File: src/rtl/nic8_pkg.sv
// Shared definitions for the NIC-8 front end: sequencer state encoding,
// default PC width and instruction-word field layout.
package nic8_pkg;

    localparam int DEFAULT_PC_WIDTH = 8;

    typedef enum logic [1:0] {
        ST_FETCH = 2'd0,
        ST_EXEC  = 2'd1,
        ST_HALT  = 2'd2
    } seqState_t;

    // Opcode field positions within the 8-bit instruction word.
    localparam int OP_BIT7    = 7;
    localparam int OP_DST_MSB = 6;
    localparam int OP_DST_LSB = 4;
    localparam int OP_BIT3    = 3;
    localparam int OP_SRC_MSB = 2;
    localparam int OP_SRC_LSB = 0;

    typedef struct packed {
        logic       bit7;
        logic [2:0] dest;
        logic       bit3;
        logic [2:0] source;
    } opcode_t;

endpackage

File: src/rtl/fetch_sequencer_if.sv
// Signals between the fetch sequencer, program ROM and instruction decoder.
// The master side is the sequencer; the slave side is its environment.
interface fetch_sequencer_if
    import nic8_pkg::*;
#(
    parameter int PC_WIDTH    = DEFAULT_PC_WIDTH,
    parameter int COUNT_WIDTH = 16
);
    logic [7:0]             romData;
    logic [7:0]             bus;
    logic                   assertRom;
    logic                   doJumpBar;
    logic                   haltReq;
    logic [7:0]             ir;
    logic [PC_WIDTH-1:0]    romAddr;
    logic                   execPhase;
    logic                   halted;
    logic [COUNT_WIDTH-1:0] retired;

    modport master (
        input  romData, bus, assertRom, doJumpBar, haltReq,
        output ir, romAddr, execPhase, halted, retired
    );

    modport slave (
        output romData, bus, assertRom, doJumpBar, haltReq,
        input  ir, romAddr, execPhase, halted, retired
    );
endinterface

File: src/rtl/pc_counter.sv
// Loadable, enable-able wrapping program counter; load beats inc, and the
// asynchronous clear returns it to RESET_VALUE.
module pc_counter #(
    parameter int               WIDTH       = 8,
    parameter logic [WIDTH-1:0] RESET_VALUE = '0
) (
    input  logic             clk,
    input  logic             resetBar,
    input  logic             inc,
    input  logic             load,
    input  logic [WIDTH-1:0] loadValue,
    output logic [WIDTH-1:0] count
);

    // NOTE: non-blocking assignments in clocked blocks so every register
    // samples pre-edge values regardless of process evaluation order.
    always_ff @(posedge clk or negedge resetBar) begin
        if (!resetBar) begin
            count <= RESET_VALUE;
        end else if (load) begin
            count <= loadValue;
        end else if (inc) begin
            count <= count + WIDTH'(1);
        end
    end

endmodule

File: src/rtl/fetch_sequencer.sv
// Two-cycle fetch/execute sequencer: owns PC and IR, advances the PC from
// decoder hints, counts retired instructions and supports halting.
module fetch_sequencer
    import nic8_pkg::*;
#(
    parameter int                  PC_WIDTH    = DEFAULT_PC_WIDTH,
    parameter logic [PC_WIDTH-1:0] RESET_PC    = '0,
    parameter int                  COUNT_WIDTH = 16
) (
    input  logic              clk,
    input  logic              resetBar,
    fetch_sequencer_if.master port
);

    seqState_t              state;
    seqState_t              nextState;
    opcode_t                irReg;
    logic [COUNT_WIDTH-1:0] retiredCount;
    logic [PC_WIDTH-1:0]    pc;
    logic                   pcInc;
    logic                   pcLoad;
    logic                   irLoad;
    logic                   retire;

    always_ff @(posedge clk or negedge resetBar) begin
        if (!resetBar) begin
            state <= ST_FETCH;
        end else begin
            state <= nextState;
        end
    end

    // NOTE: every output of this block gets a default first so no path
    // through the case leaves one unassigned and infers a latch.
    always_comb begin
        nextState = state;
        pcInc     = 1'b0;
        pcLoad    = 1'b0;
        irLoad    = 1'b0;
        retire    = 1'b0;
        unique case (state)
            ST_FETCH: begin
                irLoad    = 1'b1;
                pcInc     = 1'b1;
                nextState = ST_EXEC;
            end
            ST_EXEC: begin
                // A jump outranks the immediate skip inside pc_counter.
                pcLoad    = !port.doJumpBar;
                pcInc     = port.assertRom;
                retire    = 1'b1;
                nextState = port.haltReq ? ST_HALT : ST_FETCH;
            end
            ST_HALT: begin
                if (!port.haltReq) begin
                    nextState = ST_FETCH;
                end
            end
            default: nextState = ST_FETCH;
        endcase
    end

    pc_counter #(
        .WIDTH       (PC_WIDTH),
        .RESET_VALUE (RESET_PC)
    ) u_pcCounter (
        .clk       (clk),
        .resetBar  (resetBar),
        .inc       (pcInc),
        .load      (pcLoad),
        .loadValue (PC_WIDTH'(port.bus)),
        .count     (pc)
    );

    always_ff @(posedge clk or negedge resetBar) begin
        if (!resetBar) begin
            irReg <= '0;
        end else if (irLoad) begin
            irReg <= opcode_t'(port.romData);
        end
    end

    always_ff @(posedge clk or negedge resetBar) begin
        if (!resetBar) begin
            retiredCount <= '0;
        end else if (retire) begin
            retiredCount <= retiredCount + COUNT_WIDTH'(1);
        end
    end

    assign port.ir        = irReg;
    assign port.romAddr   = pc;
    assign port.execPhase = (state == ST_EXEC);
    assign port.halted    = (state == ST_HALT);
    assign port.retired   = retiredCount;

endmodule
File: src/flat_wrapper.sv
// flat-port wrapper written by rule: the top's interface ports become plain ports
module fetch_sequencer_flat import nic8_pkg::*;
#(
    parameter int                  PC_WIDTH    = DEFAULT_PC_WIDTH,
    parameter logic [PC_WIDTH-1:0] RESET_PC    = '0,
    parameter int                  COUNT_WIDTH = 16
)
  (clk, resetBar, port_romData, port_bus, port_assertRom, port_doJumpBar, port_haltReq, port_ir, port_romAddr, port_execPhase, port_halted, port_retired);
  fetch_sequencer_if #(.PC_WIDTH(PC_WIDTH), .COUNT_WIDTH(COUNT_WIDTH)) port_i ();
  input  logic clk;
  input  logic resetBar;
  input wire logic [$bits(port_i.romData)-1:0] port_romData;
  input wire logic [$bits(port_i.bus)-1:0] port_bus;
  input wire logic [$bits(port_i.assertRom)-1:0] port_assertRom;
  input wire logic [$bits(port_i.doJumpBar)-1:0] port_doJumpBar;
  input wire logic [$bits(port_i.haltReq)-1:0] port_haltReq;
  output wire logic [$bits(port_i.ir)-1:0] port_ir;
  output wire logic [$bits(port_i.romAddr)-1:0] port_romAddr;
  output wire logic [$bits(port_i.execPhase)-1:0] port_execPhase;
  output wire logic [$bits(port_i.halted)-1:0] port_halted;
  output wire logic [$bits(port_i.retired)-1:0] port_retired;
  assign port_i.romData = port_romData;
  assign port_i.bus = port_bus;
  assign port_i.assertRom = port_assertRom;
  assign port_i.doJumpBar = port_doJumpBar;
  assign port_i.haltReq = port_haltReq;
  assign port_ir = port_i.ir;
  assign port_romAddr = port_i.romAddr;
  assign port_execPhase = port_i.execPhase;
  assign port_halted = port_i.halted;
  assign port_retired = port_i.retired;
  fetch_sequencer #(.PC_WIDTH(PC_WIDTH), .RESET_PC(RESET_PC), .COUNT_WIDTH(COUNT_WIDTH)) u_core (.clk(clk), .resetBar(resetBar), .port(port_i));
endmodule
File: config.mk
export PLATFORM = sky130hd
export DESIGN_NAME = fetch_sequencer_flat
export DESIGN_NICKNAME = d
export VERILOG_FILES = /design/src/rtl/nic8_pkg.sv /design/src/rtl/fetch_sequencer_if.sv /design/src/rtl/pc_counter.sv /design/src/rtl/fetch_sequencer.sv /design/src/flat_wrapper.sv
export SDC_FILE = /design/constraint.sdc
export NUM_CORES = 1
export LEC_CHECK = 0
export ABC_AREA = 1
export CORE_ASPECT_RATIO = 0.6
export CORE_MARGIN = 3
export CORE_UTILIZATION = 45
export DETAILED_ROUTE_END_ITERATION = 10
export GPL_TIMING_DRIVEN = 0
export PLACE_DENSITY = 0.87
export REMOVE_ABC_BUFFERS = 1
export SLEW_MARGIN = 20
export SYNTH_ARGS = -nofsm -noshare
export SYNTH_HDL_FRONTEND = slang
export SYNTH_SLANG_ARGS = --single-unit
File: constraint.sdc
create_clock -name clk -period 2.4 [get_ports clk]
set_input_delay 0.36 -clock clk [delete_from_list [all_inputs] [get_ports clk]]
set_output_delay 0.36 -clock clk [all_outputs]
set_load 0.005 [all_outputs]
-- Yosys cells after proc, flatten, opt, wreduce, memory -nomap -nowiden
Index checks and enable logic that the tools add are counted.
- add/sub/neg operators: 2
- shift operators: 0
- eq/ne operators: 3
- multipliers: 0
- divide/modulo/power cells: 0
- magnitude comparators: 0
- reductions and logical operators: 3
- bitwise logic cells: 0
- muxes and demuxes: 9
- operator list (kind ; count):
    $add 16x1->16 const B ; 1
    $mux 8 ; 2
    $add 8x1->8 const B ; 1
    $pmux 2 s3 ; 1
    $mux 2 ; 2
    $mux 1 ; 3
    $eq 2x1->1 const B ; 1
    $eq 2x2->1 const B ; 1
    $logic_not 2->1 ; 1
    $ne 2x2->1 const B ; 1
    $pmux 1 s2 ; 1
    $reduce_bool 2->1 ; 1
    $logic_not 1->1 ; 1
- latch bits: 0
- bits in read-only memories: 0
- output and inout bits: 34
- register bits: 34
- memories: 0
- input port bits: 21
- bits in writable memories: 0
- logic and storage cells: 24

-- Longest topological paths before layout
- depth in word-level cells: 4
- mapped depth: 8

-- Modules after synthesis
A second synthesis with hierarchy kept.
- cell total of the unflattened synthesis: 189
- area total of the unflattened synthesis: 1744.2 sq um
- modules (own cells, without submodules) (module ; area an instance (sq um) ; cells each ; times used ; seq. area each (sq um)):
    fetch_sequencer ; 1244.9 ; 127 ; 1 ; 650.6
    pc_counter ; 499.2 ; 62 ; 1 ; 200.2

-- Worst setup path before layout
No wires, ideal clock.
- path kind: register to register
- start point: register u_core.state[1]
- end point: register u_core.retiredCount[12], in the netlist u_core.port.retired[12]
- clock period less this slack: 1261 ps
- cell stages (with the launch flop): 6
- data arrival time: 1138 ps
- setup slack: 1139 ps
- setup time: 123 ps
- path buffers: 0
- cell sequence: dfrtp_1 > inv_2 > nand2_2 > nor3_4 > nand3_1 > xor2_1
- longest elaborated chain between the ends: 2
- RTL lines (item ; line ; RTL):
    start, declared ; fetch_sequencer.sv:15 ; seqState_t state;
    start signal, assigned ; fetch_sequencer.sv:29 ; state <= nextState;
    $eq 2x1->1 ; fetch_sequencer.sv:41 ; unique case (state)
    $mux 1 ; fetch_sequencer.sv:41 ;
    end signal, assigned ; fetch_sequencer.sv:87 ; retiredCount <= retiredCount + COUNT_WIDTH'(1);
    end, declared ; fetch_sequencer.sv:18 ; logic [COUNT_WIDTH-1:0] retiredCount;
Every way passes these cells.
A chain may end at the register's enable or synchronous reset.

-- Worst setup path in the final report
- start point: register u_core.state[1]
- end point: output port port_halted
- longest elaborated chain between the ends: 1
- RTL lines (item ; line ; RTL):
    $eq 2x2->1 ; fetch_sequencer.sv:94 ; assign port.halted = (state == ST_HALT);
    end, declared ; flat_wrapper.sv:20 ; output wire logic [$bits(port_i.halted)-1:0] port_halted;
Every way passes these cells.

==> impl_metrics.json <==
{
  "status": "completed",
  "r2r_slack_ns": 0.93,
  "synth_top_area_share": 0.491,
  "layout_min_cycle_time_ns": 1.93,
  "synth.most_common_cell": "nand2_1",
  "die_y_um": 54.1,
  "firstDrtPassIters": 4,
  "port_buffers": 54,
  "vias": 1491,
  "synth-edff-count": 0,
  "die_area_um2": 4660,
  "wirelength_mm": 4.12,
  "clk_latency_ns": 0.29,
  "max_slew_margin": 0.706,
  "num_antenna_cells": 0,
  "leakage_nw": 1.13,
  "timing.rr.end": "u_core.port.retired[14]",
  "synthDistinctLibCells": 26,
  "final-max-slew-violation-count": 0,
  "coreArea_um2": 3460,
  "finClkSkew_ns": 0.00686,
  "detail_route.wl_per_cell_um": 13.6,
  "clockPowerShare": 0.188,
  "htree_levels": 2,
  "placed_cells": 294,
  "finalWeightedCongestion": 0.829,
  "setup_viol": 0,
  "end_kind": "output port",
  "grt_pass1_vias": 1491,
  "sequentialPowerShare": 0.358,
  "syn-cell-area_um2": 1730,
  "antenna_found_initial": 0,
  "nets": 280,
  "clock.fmax_mhz": 519,
  "yosys-top-cells-area": "dfrtp_1, nand2_1, inv_1, mux2_2, xor2_1",
  "clock-sinks": 34,
  "layout.cells.non_filler": 303,
  "async_reset_ff_frac": 1.00,
  "p_comb_frac": 0.453,
  "tns_ns": 0,
  "rows": 16,
  "cts_setup_buffers": 0,
  "yosys-top-cells-count": "nand2_1, dfrtp_1, inv_1",
  "fin_area_um2": 2450,
  "crit_required_ns": 2.04,
  "drc": 0,
  "timing.final.crit_share": 0.803,
  "grt_pass1_wl_mm": 6.88,
  "critPathLaunchType": "flip-flop",
  "cts_root_buf": "clkbuf_8",
  "cts_resized": 0,
  "cts_tree": "yes",
  "rsz0062_at_grt": "false",
  "critical_path.reg2reg.startpoint": "u_core.port.retired[0]",
  "maxCapViolations": 0,
  "switchingPower_mw": 0.998,
  "power.internal_mw": 1.78,
  "netlist.top_cell.by_area": "dfrtp_1",
  "cp.arrival_ns": 1.57,
  "hold_viol_final": 0,
  "start_util": 0.501,
  "drive_gt1_frac": 0.128,
  "die_w_um": 86.1,
  "synth_flop_cell": "dfrtp_1",
  "grt_max_degree": 28,
  "fillerInstances": 285,
  "sw_frac_of_total": 0.360,
  "ioPinCount": 55,
  "hpwlAfterDp_mm": 3.20,
  "syn_inst": 195,
  "totalPowerFinal_mw": 2.77,
  "worstMarginPinSlew_ns": 0.441,
  "vias_per_cell": 4.92,
  "criticalPathCategory": "reg -> out",
  "r2r_cells": 5,
  "area_growth_pct": 41.5,
  "min_path_type": "in -> async",
  "synth_seq_area_share": 0.491,
  "cts.clk_slew.worst_paths_ns": 0.07,
  "syn_avg_cell_area_um2": 8.89,
  "clk_path_buf_depth": 2,
  "track_usage": 0.197,
  "drtIter0Drc": 74,
  "final_antenna_net_count": 0,
  "synth_seq_cells": 34,
  "grt_overflow_total": 0,
  "path_max_fanout": 4,
  "post_dp_cell_area_um2": 2330,
  "ir_drop_mv": 0.598,
  "powerDensity_nw_per_um2": 1130,
  "yosysWarnings": 0,
  "cts_buffers": 5
}
## area by class of cell
class                   instances  area [um^2]  area share
multi-input cells             132          767       0.313
repair buffers                 56          566       0.230
clock buffers                   5         68.8      0.0280
clock inverters                 3         40.0      0.0163
well taps                      45         56.3      0.0229
flip-flops and latches         34          851       0.347
inverters                      28          105      0.0428
## how the worst max path moves through the flow
stage / to / start / slack (ns) / cells after the start
after floorplan: u_core.port.retired[12] / u_core.state[1] / 1.14 / 5
after global placement: u_core.u_pcCounter.count[7] / resetBar / 0.24 / 1
after detailed placement: port_halted / u_core.state[1] / 0.78 / 3
after CTS: port_halted / u_core.state[1] / 0.45 / 3
after global routing: port_halted / u_core.state[1] / 0.42 / 3
final: port_halted / u_core.state[1] / 0.47 / 3
## per-stage QoR
step	utilization	hold WS (ns)	setup slack (ns)
after floorplan	-	0.0644	1.14
after global placement	0.670	0.489	0.242
after detailed placement	0.674	0.218	0.783
after CTS	0.708	0.451	0.452
after global routing	0.708	0.466	0.423
final	0.708	0.456	0.472
## critical path, stage by stage, from the launching register on
cell and delay, ns:
dfrtp_1 0.49, inv_2 0.11, nor2_1 0.15, clkdlybuf4s50_1 0.53
## power groups by stage
stage                     Clock (mW)  Sequential [mW]  Combinational (mW)
final                          0.522            0.994                1.26
after global routing           0.555             1.03                1.42
after CTS                      0.529            0.997                1.28
after detailed placement           0             1.00                1.26
after global placement             0            0.992                1.22
after floorplan                    0            0.987               0.656
## state kept, by name, indices dropped and copies added, names as in the netlist
register and cells:
u_core.port.ir 8, u_core.state 2, u_core.port.retired 16, u_core.u_pcCounter.count 8
## cells by family (layout without fill, tap and decap cells)
| group | after synthesis | after routing | synth area share |
|---|---|---|---|
| muxes | 8 | 8 | 0.0520 |
| adders and majority gates | 2 | 2 | 0.0144 |
| buffers and inverters | 29 | 92 | 0.0671 |
| xor gates and xnor gates | 14 | 14 | 0.0707 |
| and+or+nand+nor | 88 | 88 | 0.239 |
| DFF | 34 | 34 | 0.491 |
| AOI/OAI and AO/OA | 20 | 20 | 0.0664 |
## per-layer routing
metal / track usage / part of all wire / routed length, um
met1: 0.261 / 0.46 / 1900
met3: 0.0535 / 0.070 / 290
met4: 0.0763 / 0.017 / 72
met2: 0.313 / 0.45 / 1860
met5: 0 / 0 / 0
## timing repair
| action | in CTS | in global routing |
|---|---|---|
| endpoints found under the setup margin | 0 | 0 |
| hold buffers | 1 | 0 |
| hold endpoints to repair | 7 | 0 |
## cells in the final DEF, fill, tap and decap left out, drive strengths merged
| cell | n |
|---|---|
| clkdlybuf4s50 | 53 |
| nand2 | 51 |
| dfrtp | 34 |
| inv | 28 |
| nor2 | 20 |
| o21ai | 16 |
| xor2 | 10 |
| nand3 | 10 |
| mux2 | 8 |
| clkbuf | 5 |
| xnor2 | 4 |
| nor3 | 4 |
| a21oi | 2 |
| nand4 | 2 |
| ha | 2 |
| clkinv | 2 |
| buf | 2 |
| o22ai | 1 |
| nand3b | 1 |
| o21a | 1 |
| bufinv | 1 |
| dlygate4sd3 | 1 |
Note: power is estimated with default switching activity, not from simulation.
